## src/rtl/tone_pkg.sv

```systemverilog
// Shared note indices, FSM state type and board-default timing constants
// for the three-button tone voice arbiter.
package tone_pkg;

  localparam logic [1:0] NOTE_CS   = 2'd0;
  localparam logic [1:0] NOTE_DS   = 2'd1;
  localparam logic [1:0] NOTE_FS   = 2'd2;
  localparam logic [1:0] NOTE_NONE = 2'd3;

  typedef enum logic {
    IDLE = 1'b0,
    PLAY = 1'b1
  } state_e;

  // Defaults assume the 27 MHz board clock.
  localparam int unsigned DEF_CW         = 21;
  localparam int unsigned DEF_PERIOD0    = 97122;
  localparam int unsigned DEF_PERIOD1    = 86816;
  localparam int unsigned DEF_PERIOD2    = 72974;
  localparam int unsigned DEF_DEB_CYCLES = 270000;

endpackage

```

## src/rtl/tone_voice_arbiter_btn_debounce.sv

```systemverilog
// Two-flop synchroniser plus stable-level debouncer for one push-button.
// press pulses in the cycle whose edge raises held from 0 to 1.
module btn_debounce
  import tone_pkg::*;
#(
  parameter int unsigned DEB_CYCLES = DEF_DEB_CYCLES
) (
  input  logic clk,
  input  logic rst,
  input  logic btn_raw,
  output logic held,
  output logic press
);

  localparam int unsigned CNTW = $clog2(DEB_CYCLES + 1);

  logic            sync1_q, sync1_d;
  logic            sync2_q, sync2_d;
  logic            held_q, held_d;
  logic [CNTW-1:0] cnt_q, cnt_d;

  always_comb begin
    sync1_d = btn_raw;
    sync2_d = sync1_q;
    held_d  = held_q;
    cnt_d   = '0;
    // Any cycle where the synced level agrees with held restarts the count.
    if (sync2_q != held_q) begin
      if (cnt_q == CNTW'(DEB_CYCLES - 1)) begin
        held_d = ~held_q;
      end else begin
        cnt_d = cnt_q + 1'b1;
      end
    end
  end

  always_ff @(posedge clk or posedge rst) begin
    if (rst) begin
      sync1_q <= 1'b0;
      sync2_q <= 1'b0;
      held_q  <= 1'b0;
      cnt_q   <= '0;
    end else begin
      sync1_q <= sync1_d;
      sync2_q <= sync2_d;
      held_q  <= held_d;
      cnt_q   <= cnt_d;
    end
  end

  assign held  = held_q;
  assign press = held_d & ~held_q;

endmodule

```

## src/rtl/tone_voice_arbiter.sv

```systemverilog
// Three debounced note buttons share one square-wave generator; the most
// recently pressed held button wins, and note changes wait for a period end.
module tone_voice_arbiter
  import tone_pkg::*;
#(
  parameter int unsigned CW         = DEF_CW,
  parameter int unsigned PERIOD0    = DEF_PERIOD0,
  parameter int unsigned PERIOD1    = DEF_PERIOD1,
  parameter int unsigned PERIOD2    = DEF_PERIOD2,
  parameter int unsigned DEB_CYCLES = DEF_DEB_CYCLES
) (
  input  logic       clk,
  input  logic       rst,
  input  logic [2:0] btn,
  output logic       tone_out,
  output logic       active,
  output logic [1:0] note_idx
);

  if (PERIOD0 < 2 || longint'(PERIOD0) >= (longint'(1) << CW)) begin : g_bad_p0
    $error("tone_voice_arbiter: PERIOD0 out of range");
  end
  if (PERIOD1 < 2 || longint'(PERIOD1) >= (longint'(1) << CW)) begin : g_bad_p1
    $error("tone_voice_arbiter: PERIOD1 out of range");
  end
  if (PERIOD2 < 2 || longint'(PERIOD2) >= (longint'(1) << CW)) begin : g_bad_p2
    $error("tone_voice_arbiter: PERIOD2 out of range");
  end
  if (DEB_CYCLES < 1) begin : g_bad_deb
    $error("tone_voice_arbiter: DEB_CYCLES must be at least 1");
  end

  logic [2:0] held;
  logic [2:0] press;

  for (genvar g = 0; g < 3; g++) begin : g_btn
    btn_debounce #(
      .DEB_CYCLES(DEB_CYCLES)
    ) u_deb (
      .clk    (clk),
      .rst    (rst),
      .btn_raw(btn[g]),
      .held   (held[g]),
      .press  (press[g])
    );
  end

  logic [1:0]    last_req_q, last_req_d;
  logic [1:0]    target;
  logic          target_valid;
  state_e        state_q, state_d;
  logic [1:0]    cur_q, cur_d;
  logic [CW-1:0] phase_q, phase_d;
  logic          tone_q, tone_d;
  logic [CW-1:0] cur_period;
  logic [CW-1:0] phase_next;

  // Descending scan so the lowest index wins when presses coincide.
  always_comb begin
    last_req_d = last_req_q;
    for (int i = 2; i >= 0; i--) begin
      if (press[i]) last_req_d = 2'(i);
    end
  end

  always_comb begin
    target       = NOTE_NONE;
    target_valid = 1'b0;
    for (int i = 2; i >= 0; i--) begin
      if (held[i]) begin
        target       = 2'(i);
        target_valid = 1'b1;
      end
    end
    for (int i = 0; i < 3; i++) begin
      if (held[i] && last_req_q == 2'(i)) target = 2'(i);
    end
  end

  always_comb begin
    case (cur_q)
      NOTE_DS: cur_period = CW'(PERIOD1);
      NOTE_FS: cur_period = CW'(PERIOD2);
      default: cur_period = CW'(PERIOD0);
    endcase
  end

  assign phase_next = phase_q + 1'b1;

  always_comb begin
    state_d = state_q;
    cur_d   = cur_q;
    phase_d = phase_q;
    tone_d  = tone_q;
    case (state_q)
      IDLE: begin
        phase_d = '0;
        tone_d  = 1'b0;
        cur_d   = NOTE_NONE;
        if (target_valid) begin
          state_d = PLAY;
          cur_d   = target;
          tone_d  = 1'b1;
        end
      end
      PLAY: begin
        // The target is only consulted at the last cycle of a period.
        if (phase_q == cur_period - CW'(1)) begin
          phase_d = '0;
          if (target_valid) begin
            cur_d  = target;
            tone_d = 1'b1;
          end else begin
            state_d = IDLE;
            cur_d   = NOTE_NONE;
            tone_d  = 1'b0;
          end
        end else begin
          phase_d = phase_next;
          tone_d  = (phase_next < (cur_period >> 1));
        end
      end
      default: begin
        state_d = IDLE;
        cur_d   = NOTE_NONE;
        phase_d = '0;
        tone_d  = 1'b0;
      end
    endcase
  end

  always_ff @(posedge clk or posedge rst) begin
    if (rst) begin
      state_q    <= IDLE;
      cur_q      <= NOTE_NONE;
      phase_q    <= '0;
      tone_q     <= 1'b0;
      last_req_q <= 2'd0;
    end else begin
      state_q    <= state_d;
      cur_q      <= cur_d;
      phase_q    <= phase_d;
      tone_q     <= tone_d;
      last_req_q <= last_req_d;
    end
  end

  assign tone_out = tone_q;
  assign active   = (state_q == PLAY);
  assign note_idx = cur_q;

endmodule
```

## config.mk

```make
export PLATFORM = sky130hd
export DESIGN_NAME = tone_voice_arbiter
export DESIGN_NICKNAME = d
export VERILOG_FILES = /design/src/rtl/tone_pkg.sv /design/src/rtl/tone_voice_arbiter_btn_debounce.sv /design/src/rtl/tone_voice_arbiter.sv
export SDC_FILE = /design/constraint.sdc
export NUM_CORES = 1
export LEC_CHECK = 0
export CAP_MARGIN = 40
export CORE_MARGIN = 2
export CORE_UTILIZATION = 60
export CTS_CLUSTER_SIZE = 30
export DETAILED_ROUTE_END_ITERATION = 10
export GPL_TIMING_DRIVEN = 0
export PLACE_DENSITY = 0.86
export SETUP_SLACK_MARGIN = 0.05
export SYNTH_ARGS = -nofsm -noshare
export SYNTH_HDL_FRONTEND = slang
export SYNTH_SLANG_ARGS = --single-unit
export TNS_END_PERCENT = 5
```

## constraint.sdc

```tcl
create_clock -name clk -period 4.21 [get_ports clk]
set_input_delay 0.842 -clock clk [delete_from_list [all_inputs] [get_ports clk]]
set_output_delay 0.842 -clock clk [all_outputs]
set_load 0.01 [all_outputs]
```

Yosys cells after proc, flatten, opt, wreduce, memory -nomap -nowiden
Cells that the tools add are included.
W data, S select, Z words.

word-level totals
  flip-flop bits (word level) = 93
  input port bits = 5
  output and inout port bits = 4
  word-level logic and storage cells = 82

cells by class
  add/subtract/negate cells = 5
  $lt $le $gt $ge = 1
  eq/ne operators = 12
  mux-type cells = 35
  bitwise logic cells = 7
  reduce and logical (&&, ||, !) cells = 5

operator list
  operator                 count
  $mux W19                 6
  $add A19 B1 Y19 const B  3
  $eq A19 B19 Y1 const B   3
  $pmux W21 S2             1
  $pmux W15 S2             1
  $add A21 B1 Y21 const B  1
  $eq A21 B21 Y1           1
  $lt A21 B20 Y1           1
  $mux W21                 1
  $sub A21 B1 Y21 const B  1
  $mux W2                  10
  $mux W1                  13
  $eq A2 B1 Y1 const B     2
  $eq A2 B2 Y1 const B     2
  $not A1 Y1               4
  $pmux W1 S2              2
  $pmux W2 S2              1
  $and A1 B1 Y1            3
  $logic_and A1 B1 Y1      3
  $ne A1 B1 Y1             3
  $reduce_bool A3 Y1       1
  $logic_not A2 Y1         1
  $ne A2 B1 Y1 const B     1

Longest topological paths before layout
  depth in word-level cells = 9
  depth in mapped cells = 11
  depth with buffers taken out = 10

Modules after synthesis
Synthesis repeated with hierarchy kept, for this count alone.

second synthesis, totals
  cells, all modules = 514
  area total of the unflattened synthesis = 5,119.9 µm²

by module, submodules not included
  module              times used  cells an instance  area each (µm²)  seq. area each (µm²)
  btn_debounce        3           106                1,092.3          550.5
  tone_voice_arbiter  1           196                1,843.0          678.2

Worst setup path after synthesis
Ideal clock, no wire load.

  path type = register to register
  start = reg phase_q[0]
  end = reg tone_q (netlist: tone_out)
  library setup time = 0.120 ns
  arrival = 2.522 ns
  data required time = 4.090 ns
  setup slack = 1.567 ns
  cell stages (with the launch flop) = 11
  path buffers = 0
  period minus slack after synthesis = 2.643 ns
  cell sequence = dfrtp_1 -> ha_1 -> nand4_2 -> nor2_1 -> nand3_1 -> xnor2_1 -> ha_1 -> o2111ai_1 -> a221oi_1 -> or4b_1 -> a41o_1

on the way
  cells in the longest elaborated chain, start to end = 4
  elaborated cells on any way between the ends = 5
  classes of those cells = 1 x add/sub; 1 x order compare; 1 x eq/ne; 2 x mux

ends and longest elaborated chain
  item                      line                       RTL
  start: declaration        tone_voice_arbiter.sv:53   logic [CW-1:0] phase_q, phase_d;
  start signal: assignment  tone_voice_arbiter.sv:142  phase_q <= phase_d;
  $add A21 B1 Y21           tone_voice_arbiter.sv:88   assign phase_next = phase_q + 1'b1;
  $lt A21 B20 Y1            tone_voice_arbiter.sv:120  tone_d = (phase_next < (cur_period >> 1));
  $mux W1 *                 tone_voice_arbiter.sv:108  if (phase_q == cur_period - CW'(1)) begin
  $pmux W1 S2 *             tone_voice_arbiter.sv:95   case (state_q)
  named net tone_d          tone_voice_arbiter.sv:54   logic tone_q, tone_d;
  end signal: assignment    tone_voice_arbiter.sv:143  tone_q <= tone_d;
  end: declaration          tone_voice_arbiter.sv:54

Mark *: on every way through the listed nets, which the timed path passes. The rest lies on a longest branch.
A chain may end at the register's enable or synchronous reset.

Worst setup path after layout
Same ends and word-level chain as after synthesis.

==> results.toml <==
[run_status]
status = "finished, final reports clean"

[setup_path]
crit_family = "simple AND/OR/NAND/NOR gates"
required_ns = 4.46
startpoint_type = "flop"
slowest_stage = "nor3_1"
rrSetupSlack_ns = 1.13
crit_type = "flop to flop"
crit_start = "phase_q[0]"
critical-path-max-stage-delay_ns = 0.51
critPathMaxFanout = 6
path_cells = "ha_1 -> nand4_2 -> nor3_1 -> xor2_1 -> ha_1 -> a211oi_1 -> a221oi_1 -> or4b_1 -> a41o_1"
r2r_start = "phase_q[0]"
path_buf_inv = 0
arrival_ns = 3.33
crit_top_cell = "ha_1"
cp-end-kind = "flop"

[die]
core_um2 = 7770
fp.dieW_um = 93.6
rows = 32
die_h_um = 93.6
die_area_um2 = 8770
io_pins = 9
initial_core_util_pct = 62.1

[clock_network]
cts.clk_slew.worst_paths_ns = 0.09
post_cts_buffers = 0
root_buffer = "clkbuf_8"
cts_hold_buf = 0
ctsResizeCount = 0
clkLatencyLatePin_ns = 0.36
cts_made_buffers = 9
clockBufferDepth = 2
cts_tree = "yes"
clock-sinks = 93
htree_levels = 3

[cells_and_area]
post-route-util_pct = 67.8
layout.nets = 526
area_delta_synth_final_pct = 9.21
fill_cells = 603
drive_gt1_share_pct = 8.46
final_cell_area_um2 = 5270
final_cell_mix = "91 x dfrtp_1, 88 x nor2_1, 42 x xor2_1"
final_cell_count_no_fill = 610
final_common_cell = "dfrtp_1"
diodes = 0

[routing]
drcViolationCount = 0
routed-via-count = 3508
drt_pass1_iterations = 4
drt_iter0_markers = 203
drt-total-wl_um = 9100
wire_per_inst_um = 14.9
ant_nets = 0
avgViaCountPerCell = 5.75

[logic_synthesis]
synth_edf_count = 0
synth-warning-count = 0
synth_largest_area_cell = "dfrtp_1"
async_reset_ff_share_pct = 100
synth_top_flop_cell = "dfrtp_1"
synth_area_per_cell_um2 = 9.96
synth_cell_types = 57
synth_seq_cells = 93
synth_cells = 484
synth_top_area_share_pct = 47.2
ys_seq_area_share_pct = 48.3
synthTopCellsByArea = "dfrtp_1 47%, xor2_1 7.6%, nor2_1 6.9%"
syn_nets = 506
netlist_area_um2 = 4820

[placed_design]
postPlaceCellArea_um2 = 5060
dp_hpwl_um = 6370
io_buffers = 8
dp_slack_ns = 1.20
gp_congestion = 0.915
place_inst = 595

[sta]
fin_crit_sh_pct = 73.2
period_minus_slack_ns = 3.08
worstMarginPinSlew_ns = 0.721
slew_violations = 0
setup_viol = 0
fin_skew_ns = 0.0162
slew_headroom_pct = 51.9
final.setup.worst_slack_ns = 1.13
rsz0062_at_grt = "false"
timing.fmax_mhz = 324
timing_hold_violations_final = 0

[flow_run]
cap_violations = 0

[grt]
grt_max_degree = 69
antenna_found_initial = 0
grt_pass1_vias = 3555
overflow = 0
grt_use_total_pct = 23.1
grt_pass1_wl_um = 16000

[min_path]
min_from = "g_btn[2].u_deb.sync1_q"
min_path_type = "flop to flop"

[power]
p_total_mw = 1.58
leakagePower_nw = 2.33
worst_ir_drop_vdd_uv = 242
power.density_nw_per_um2 = 300
state kept, by name, indices dropped and copies added, names as in the netlist:
| name | cells |
|---|---|
| g_btn.u_deb.cnt_q | 57 |
| phase_q | 21 |
| g_btn.u_deb.held | 3 |
| g_btn.u_deb.sync1_q | 3 |
| g_btn.u_deb.sync2_q | 3 |
| last_req_q | 2 |
| note_idx | 2 |
| active | 1 |
| tone_out | 1 |
path summary, 6_finish.rpt:
path	depth (start not counted)	endpoint
max in group asynchronous	3	note_idx[0]
worst max-delay path	9	tone_out
worst max register to register	9	tone_out
worst min-delay path	0	g_btn[2].u_deb.sync2_q
min in group asynchronous	2	g_btn[0].u_deb.cnt_q[10]
worst min register to register	0	g_btn[2].u_deb.sync2_q
cell families (layout without fill, tap and decap cells):
group	after synthesis	count (layout)	share of synthesized area, %
AND/OR/NAND/NOR	246	246	26.7
AO/OA/AOI/OAI	29	29	4.26
adder cells (fa/ha/maj)	17	17	4.41
flip-flops	93	93	48.3
buffers and inverters	23	47	2.34
multiplexers	3	3	0.701
XOR/XNOR	73	73	13.3
cell usage after synthesis, drive strengths merged (3+ instances only):
library cell / number
and4: 3
nand2: 35
or3: 3
a21oi: 4
a211oi: 3
nor2: 88
mux2: 3
nand4: 14
nor2b: 13
nor4b: 4
buf: 4
xor2: 42
xnor2: 31
nor4: 12
inv: 14
dfrtp: 91
nand3: 31
ha: 17
o21ai: 7
nand2b: 3
clkbuf: 5
nor3: 11
and3: 16
per-stage QoR:
stage | hold slack [ns] | setup TNS (ns)
detailed placement | 0.341 | 0
floorplan | 0.331 | 0
global placement | 0.336 | -29.90
finish | 0.360 | 0
CTS | 0.358 | 0
global route | 0.364 | 0
where the power goes:
part	leakage [nW]	internal, mW	switching (mW)
sequential	1.27	0.902	0.00775
clock	0.102	0.308	0.315
combinational	0.961	0.0152	0.0337
total	2.33	1.23	0.356
area by class of cell:
type                       count  area (um2)  area share, %
multi-input combinational    368        2380           45.2
sequential                    93        2330           44.2
clock buffer                  11         151           2.88
tap                          102         128           2.42
timing repair buffer           9         108           2.04
buffer                         9        60.1           1.14
clock inverter                 4        55.1           1.05
inverter                      14        55.1           1.05
per-layer routing:
| metal | part of all wire [%] | vias to the layer above | track usage, % |
|---|---|---|---|
| met5 | 0 | - | 0 |
| met4 | 2.6 | 0 | 10.6 |
| met3 | 3.2 | 24 | 3.14 |
| met2 | 48 | 72 | 37.7 |
| met1 | 46 | 1719 | 30.8 |
| li1 | - | 1693 | - |
Note: power is estimated with default switching activity, not from simulation.
